`config.mk`:
```
export PLATFORM = sky130hd
export DESIGN_NAME = register_writeback
export DESIGN_NICKNAME = d
export VERILOG_FILES = /design/src/rtl/register_writeback_pkg.sv /design/src/rtl/register_writeback_fifo.sv /design/src/rtl/register_writeback.sv
export SDC_FILE = /design/constraint.sdc
export NUM_CORES = 1
export LEC_CHECK = 0
export CAP_MARGIN = 40
export CORE_UTILIZATION = 40
export DETAILED_ROUTE_END_ITERATION = 6
export REMOVE_ABC_BUFFERS = 1
export SLEW_MARGIN = 30
export SYNTH_ARGS = -nofsm -noshare
export SYNTH_HDL_FRONTEND = slang
export SYNTH_SLANG_ARGS = --single-unit
```
`constraint.sdc`:
```
create_clock -name Clk -period 3.55 [get_ports Clk]
set_clock_uncertainty 0.15 [all_clocks]
set_input_delay 0.71 -clock Clk [delete_from_list [all_inputs] [get_ports Clk]]
set_output_delay 0.71 -clock Clk [all_outputs]
set_load 0.005 [all_outputs]
```
`src/rtl/register_writeback_pkg.sv`:
```
// rtl/register_writeback_pkg.sv - shared widths, zero-register constant and write request type
package register_writeback_pkg;

    localparam int DATA_W_DEF = 32;
    localparam int ADDR_W_DEF = 5;
    localparam int ZERO_REG   = 0;

    typedef struct packed {
        logic [ADDR_W_DEF-1:0] addr;
        logic [DATA_W_DEF-1:0] data;
    } wb_req_t;

endpackage

```
`src/rtl/register_writeback_fifo.sv`:
```
// rtl/register_writeback_fifo.sv - synchronous FIFO of pending long-path write requests
module wb_fifo
    import register_writeback_pkg::*;
#(
    parameter int DEPTH = 4
) (
    input  logic                   Clk,
    input  logic                   Rst_n,
    input  logic                   Push,
    input  wb_req_t                PushData,
    input  logic                   Pop,
    output wb_req_t                PopData,
    output logic                   Full,
    output logic                   Empty,
    output logic [$clog2(DEPTH):0] Count
);
    localparam int PTR_W = $clog2(DEPTH);
    localparam int CNT_W = PTR_W + 1;

    wb_req_t mem [DEPTH];
    logic [PTR_W-1:0] wrPtr;
    logic [PTR_W-1:0] rdPtr;
    logic doPush;
    logic doPop;

    assign doPush  = Push && !Full;
    assign doPop   = Pop && !Empty;
    assign Full    = (Count == CNT_W'(DEPTH));
    assign Empty   = (Count == '0);
    assign PopData = mem[rdPtr];

    always_ff @(posedge Clk or negedge Rst_n) begin
        if (!Rst_n) begin
            wrPtr <= '0;
            rdPtr <= '0;
            Count <= '0;
        end else begin
            if (doPush) wrPtr <= wrPtr + 1'b1;
            if (doPop)  rdPtr <= rdPtr + 1'b1;
            unique case ({doPush, doPop})
                2'b10:   Count <= Count + 1'b1;
                2'b01:   Count <= Count - 1'b1;
                default: Count <= Count;
            endcase
        end
    end

    // Storage carries no reset; occupancy is tracked solely by the pointers and Count.
    always_ff @(posedge Clk) begin
        if (doPush) mem[wrPtr] <= PushData;
    end

endmodule

```
`src/rtl/register_writeback.sv`:
```
// rtl/register_writeback.sv - arbitrates ALU and long-path results onto the register file write port
module register_writeback
    import register_writeback_pkg::*;
#(
    parameter int DATA_W     = DATA_W_DEF,
    parameter int ADDR_W     = ADDR_W_DEF,
    parameter int FIFO_DEPTH = 4,
    parameter int STARVE_LIM = 8
) (
    input  logic              Clk,
    input  logic              Rst_n,
    input  logic              IssueValid,
    input  logic [ADDR_W-1:0] IssueReg,
    input  logic              AluValid,
    input  logic [ADDR_W-1:0] AluReg,
    input  logic [DATA_W-1:0] AluData,
    input  logic              LongValid,
    output logic              LongReady,
    input  logic [ADDR_W-1:0] LongReg,
    input  logic [DATA_W-1:0] LongData,
    output logic              AluStall,
    output logic [31:0]       Pending,
    output logic              RegWrite,
    output logic [ADDR_W-1:0] WriteRegister,
    output logic [DATA_W-1:0] WriteData
);
    localparam int NREG     = 1 << ADDR_W;
    localparam int CNT_W    = $clog2(FIFO_DEPTH) + 1;
    localparam int STARVE_W = $clog2(STARVE_LIM + 1);
    localparam logic [ADDR_W-1:0]   ZERO_ADDR  = ADDR_W'(ZERO_REG);
    localparam logic [STARVE_W-1:0] STARVE_MAX = STARVE_W'(STARVE_LIM);

    logic              readyEn;
    logic              fifoFull;
    logic              fifoEmpty;
    logic              fifoPush;
    logic              fifoPop;
    logic [CNT_W-1:0]  fifoCount;
    wb_req_t           pushReq;
    wb_req_t           headReq;
    logic              aluLive;
    logic              wrEn;
    logic [ADDR_W-1:0] wrReg;
    logic [DATA_W-1:0] wrData;
    logic [STARVE_W-1:0] starveCnt;
    logic [STARVE_W-1:0] starveNext;

    // readyEn keeps LongReady low until the first edge after reset release.
    assign LongReady    = readyEn && !fifoFull;
    assign fifoPush     = LongValid && LongReady && (LongReg != ZERO_ADDR);
    assign pushReq.addr = LongReg;
    assign pushReq.data = LongData;
    assign aluLive      = AluValid && !AluStall && (AluReg != ZERO_ADDR);

    wb_fifo #(
        .DEPTH (FIFO_DEPTH)
    ) u_fifo (
        .Clk      (Clk),
        .Rst_n    (Rst_n),
        .Push     (fifoPush),
        .PushData (pushReq),
        .Pop      (fifoPop),
        .PopData  (headReq),
        .Full     (fifoFull),
        .Empty    (fifoEmpty),
        .Count    (fifoCount)
    );

    always_comb begin
        fifoPop = 1'b0;
        wrEn    = 1'b0;
        wrReg   = headReq.addr;
        wrData  = headReq.data;
        if (AluStall && !fifoEmpty) begin
            fifoPop = 1'b1;
            wrEn    = 1'b1;
        end else if (aluLive) begin
            wrEn   = 1'b1;
            wrReg  = AluReg;
            wrData = AluData;
        end else if (!fifoEmpty) begin
            fifoPop = 1'b1;
            wrEn    = 1'b1;
        end
    end

    always_comb begin
        starveNext = starveCnt;
        if (fifoEmpty || fifoPop) begin
            starveNext = '0;
        end else if (starveCnt < STARVE_MAX) begin
            starveNext = starveCnt + 1'b1;
        end
    end

    always_ff @(posedge Clk or negedge Rst_n) begin
        if (!Rst_n) begin
            RegWrite      <= 1'b0;
            WriteRegister <= '0;
            WriteData     <= '0;
            AluStall      <= 1'b0;
            starveCnt     <= '0;
            readyEn       <= 1'b0;
        end else begin
            RegWrite      <= wrEn;
            WriteRegister <= wrReg;
            WriteData     <= wrData;
            starveCnt     <= starveNext;
            AluStall      <= (starveCnt >= STARVE_MAX);
            readyEn       <= 1'b1;
        end
    end

    assign Pending[0] = 1'b0;

    for (genvar i = 1; i < NREG; i++) begin : g_pend
        logic [1:0] cnt;
        logic       inc;
        logic       dec;

        assign inc = IssueValid && (IssueReg == ADDR_W'(i));
        assign dec = RegWrite && (WriteRegister == ADDR_W'(i));

        always_ff @(posedge Clk or negedge Rst_n) begin
            if (!Rst_n) begin
                cnt <= 2'd0;
            end else if (inc && !dec && cnt != 2'd3) begin
                cnt <= cnt + 2'd1;
            end else if (dec && !inc && cnt != 2'd0) begin
                cnt <= cnt - 2'd1;
            end
        end

        assign Pending[i] = (cnt != 2'd0);

        a_issue_overflow: assert property (@(posedge Clk) disable iff (!Rst_n)
            !(inc && !dec && cnt == 2'd3));
        a_commit_underflow: assert property (@(posedge Clk) disable iff (!Rst_n)
            !(dec && cnt == 2'd0));
    end

    a_alu_during_stall: assert property (@(posedge Clk) disable iff (!Rst_n)
        !(AluValid && AluStall));
    a_fifo_bound: assert property (@(posedge Clk) disable iff (!Rst_n)
        fifoCount <= CNT_W'(FIFO_DEPTH));

endmodule

```
Word level (Yosys, flattened, before mapping)
Memories as Yosys holds them, arrays and structs flattened.
Index checks and enable logic that the tools add are counted.
Storage, ports and cells
  register bits after elaboration: 113
  memory bits (writable): 148
  input bits: 84
  output and inout bits: 72
  word-level logic and storage cells: 609
  memories kept: 1
Memories
  u_fifo.mem: depth 4, width 37, read ports 1, clocked after memory_dff 0, wr ports 1, RTL line register_writeback_fifo.sv:20  | wb_req_t mem [DEPTH];
Cells by class
  add/subtract/negate cells: 67
  order comparisons: 2
  equal/unequal tests: 96
  multiplexer cells: 76
  reduce and logical (&&, ||, !) cells: 327
Operators with widths (number)
  $logic_and A1 B1 Y1: 194
  $eq A5 B5 Y1 const B: 32
  $reduce_bool A2 Y1: 64
  $mux W2: 62
  $eq A5 B4 Y1 const B: 16
  $add A2 B1 Y2 const B: 33
  $logic_not A1 Y1: 65
  $mux W32: 2
  $ne A2 B2 Y1 const B: 31
  $sub A2 B1 Y2 const B: 31
  $eq A5 B3 Y1 const B: 8
  $eq A5 B2 Y1 const B: 4
  $eq A5 B1 Y1 const B: 2
  $mux W5: 2
  $reduce_bool A5 Y1: 2
  $mux W4: 2
  $mux W1: 7
  $pmux W3 S2: 1
  $add A4 B1 Y4 const B: 1
  $ge A4 B4 Y1 const B: 1
  $lt A4 B4 Y1 const B: 1
  $add A3 B1 Y3 const B: 1
  $eq A3 B3 Y1 const B: 1
  $logic_not A3 Y1: 1
  other kinds (4): 4

Longest topological paths before layout
  depth after elaboration: 8
  gate-level depth with buffers: 9
  mapped depth without buffers: 9

Hierarchy
From an unflattened synthesis, not the netlist that was laid out.
Second synthesis, totals
  cell total of the unflattened synthesis: 754
  area, all modules: 11289.6 sq um
By module, submodules not included
  wb_fifo: times used 1, cells an instance 230, area an instance 5755.5 sq um, seq. area each 4619.4 sq um
  register_writeback: times used 1, cells an instance 524, area an instance 5534.1 sq um, seq. area each 2652.5 sq um

Worst setup path before layout
No wires, ideal clock.
  kind: input port to flip-flop
  start point: input port LongReg[0]
  end point: memory u_fifo.mem[0][0] (netlist bit), enable pin
  library setup time: 0.431 ns
  data arrival time: 2.563 ns
  data required time: 2.969 ns
  setup slack: 0.406 ns
  stages: 3
  path buffers: 0
  cell sequence: or4_1 o211ai_2 nor2_1
On the way
  cells in the longest elaborated chain, start to end: 5
Ends and longest elaborated chain
  from (decl): RTL line register_writeback.sv:19  | input logic [ADDR_W-1:0] LongReg,
  $reduce_bool A5 Y1: RTL line register_writeback.sv:50  | assign fifoPush = LongValid && LongReady && (LongReg != ZERO_ADDR);
  $logic_and A1 B1 Y1: RTL line register_writeback.sv:50
  $logic_and A1 B1 Y1: RTL line register_writeback_fifo.sv:26  | assign doPush = Push && !Full;
  $mux W1: RTL line register_writeback_fifo.sv:50  | if (doPush) mem[wrPtr] <= PushData;
  $mux W1 (implied by the code): RTL line register_writeback_fifo.sv:50
  to (decl): RTL line register_writeback_fifo.sv:20
Every way passes these cells.

Final worst setup path
  start point: register u_fifo.Count[0]
  end point: output port LongReady
On the way
  cells in the longest elaborated chain, start to end: 3
Ends and longest elaborated chain
  from (decl): RTL line register_writeback_fifo.sv:15  | output logic [$clog2(DEPTH):0] Count
  from (signal assigned): RTL line register_writeback_fifo.sv:41  | 2'b10: Count <= Count + 1'b1;
  from (signal assigned): RTL line register_writeback_fifo.sv:42  | 2'b01: Count <= Count - 1'b1;
  from (signal assigned): RTL line register_writeback_fifo.sv:43  | default: Count <= Count;
  $eq A3 B3 Y1: RTL line register_writeback_fifo.sv:28  | assign Full = (Count == CNT_W'(DEPTH));
  $logic_not A1 Y1: RTL line register_writeback.sv:49  | assign LongReady = readyEn && !fifoFull;
  $logic_and A1 B1 Y1: RTL line register_writeback.sv:49
  to (decl): RTL line register_writeback.sv:18  | output logic LongReady,
Every way passes these cells.

==> flow_summary.ini <==
[critical_path]
start_kind = flop
regToRegSetupSlack_ns = 1.41
rr_worst_depth = 3
worst_ep_required_time_ns = 2.69
r2r-start = u_fifo.rdPtr[0]
cp.arrival_ns = 1.92
end_kind = primary output
cp-endpoint = LongReady
critical_path_class = reg2out
critPathLaunch = u_fifo.Count[0]
critPathMaxFanout = 3
r2r-end = WriteData[19]

[sta]
setup_viol = 0
tightestPinTransition_ns = 0.8016
period_minus_slack_ns = 2.781
final_hold_viol_count = 0
final-max-slew-violation-count = 0
max_freq_mhz = 359.6
period_share_pct = 78.33
grt_setup_unrepaired = no
max_slew_margin_pct = 46.56
fin_setup_tns_ns = 0

[placement]
hpwl_mm = 16.21
place_inst = 1321
port_buffers = 154
routabilityCongestion = 0.7760

[final_layout]
layoutNonFillerInstCount = 1377
fin_nets = 1068
layout-drive-gt1-share_pct = 19.82
syn2layout_area_growth_pct = 26.07
antenna_cells = 0
post-route-util_pct = 51.61
final_common_cell = clkdlybuf4s50_1
final_cell_mix = 153 x clkdlybuf4s50_1, 148 x edfxtp_1, 112 x dfrtp_1, 61 x nor2_1, 52 x a21oi_1

[drt]
vias = 7263
routed_wl_mm = 25.07
ant_nets = 0
wire_per_inst_um = 18.21
drt_iter0_drc = 458
remaining_drc_errors = 0
drt_pass1_iterations = 5
viasPerCell = 5.275

[clocking]
cts_buffer_depth = 3
htreeDepth = 1
cts.repair.resized = 0
cts_num_sinks = 261
cts-root-buf = clkbuf_16
clock_latency_ns = 0.55
cts.clk_slew.worst_paths_ns = 0.06
tritoncts = yes
cts_inserted_buffers = 29

[logic_synthesis]
synth-warning-count = 0
synthFlopType = edfxtp_1
syn_area_um2 = 11470
synth_edf_count = 148
syn_avg_cell_area_um2 = 14.16
synth.distinct_cells = 54
async_flop_share_pct = 43.30
syn_inst = 810
synth_top_cell_by_area = edfxtp_1
ys_seq_area_share_pct = 63.42
synth_top_area_share_pct = 38.76
ys_ff_latch = 261
ys_top_cells_by_area = edfxtp_1 39%, dfrtp_1 25%, mux4_2 7.3%, mux2_2 4.3%, a211oi_1 3.1%

[grt]
overflow = 0
grt_pass1_wl_mm = 39.05
antenna_found_initial = 2
grt_max_degree = 55
grt_pass1_vias = 7093
grt.total_usage_pct = 17.37

[floorplan]
placementRows = 61
die_y_um = 171.3
fp.dieArea_um2 = 29350
die_w_um = 171.3
num_io_pins = 156
core_area_um2 = 28010
initial_core_util_pct = 40.93

[pwr]
power_density_nw_per_um2 = 685.6
power_mw = 9.910
ir_drop_mv = 0.4335
leakagePower_nw = 5.235

[run]
cap_viol_max_count = 0

[worst_hold_path]
hold_path_startpoint = g_pend[19].cnt[0]
hold_path.class = reg2reg

[run_status]
status = completed
-- timing repair --
action                                 in CTS  in global routing
endpoints found under the hold margin      32                  0
hold buffers                                1                  0
setup buffers                               0                  0
-- layer usage --
metal | up-vias | global-route usage (%) | wire length (um)
li1 | 3424 | - | -
met1 | 3564 | 23.19 | 10850
met2 | 240 | 28.56 | 11940
met3 | 33 | 4.280 | 1810
met4 | 2 | 3.998 | 459
met5 | - | 0 | 13
-- registers in the layout, summed over array words and instances, names as in the netlist, 2 cells and up --
name           cells
u_fifo.mem       148
g_pend.cnt        62
WriteData         32
WriteRegister      5
starveCnt          4
u_fifo.Count       3
u_fifo.rdPtr       2
u_fifo.wrPtr       2
-- cell usage after synthesis, types with 2 or more instances --
library cell    n
edfxtp_1      148
dfrtp_1       113
nor2_1         65
a21oi_1        52
a211oi_1       48
mux2_2         44
mux4_2         37
o211ai_1       35
or2_2          32
nand2_1        28
buf_2          27
nor2b_1        25
inv_1          24
o22ai_1        19
a21boi_0        9
o21bai_1        9
clkbuf_1        8
ha_1            7
and4b_1         6
nand4b_1        6
nor3_1          5
xor2_1          5
buf_6           4
nand2b_1        4
nand4bb_1       4
nor4bb_1        4
buf_4           3
o21ai_0         3
xnor2_1         3
a31oi_1         2
and2_1          2
and4_1          2
buf_1           2
conb_1          2
mux2i_1         2
nand4_1         2
o21a_1          2
-- where the power goes --
part           internal, mW  switching, mW
Sequential             3.76          0.334
Clock                  1.63           1.24
Combinational          1.64           1.30
Total                  7.03           2.87
-- metrics by stage --
| stage | hold WS [ns] | area (um^2) | setup slack (ns) |
|---|---|---|---|
| 6_report | 0.3560 | 14460 | 0.7692 |
| 3_3_place_gp | 0.3322 | 13520 | 0.2991 |
| 3_5_place_dp | 0.3406 | 13520 | 0.2643 |
| 5_1_grt | 0.3756 | 14460 | 0.6858 |
| 2_1_floorplan | 0.2644 | 11220 | 0.1203 |
| 4_1_cts | 0.3569 | 14450 | 0.7259 |
-- cells by family after synthesis --
logic type / share of synthesized area (%)
flops: 63.42
simple gates: 9.526
compound gates: 10.75
mux: 11.76
buf+inv: 2.924
fa+ha+maj: 0.9384
xor+xnor: 0.6111
other cells: 0.06550
-- layout make-up --
type | count | area (um^2)
flip-flops and latches | 261 | 7273
repair buffers | 180 | 1809
multi-input cells | 480 | 3889
inverters | 24 | 90.09
clock buffers | 33 | 760.7
well taps | 378 | 473.0
fillers | 2448 | 13560
clock inverters | 21 | 160.2
-- worst min path at each step --
stage | to | slack, ns | cells past startpoint
2_1_floorplan | AluStall | 0.26 | 0
3_3_place_gp | g_pend[26].cnt[0] | 0.33 | 1
3_5_place_dp | AluStall | 0.34 | 0
4_1_cts | g_pend[23].cnt[0] | 0.36 | 1
5_1_grt | g_pend[8].cnt[0] | 0.38 | 1
6_report | g_pend[19].cnt[0] | 0.36 | 1
-- critical path: stages, from the launching register on --
cell	delay, ns
dfrtp_1	0.39
inv_1	0.09
a31oi_1	0.32
clkdlybuf4s50_1	0.57
(Power assumes the default switching activity.)
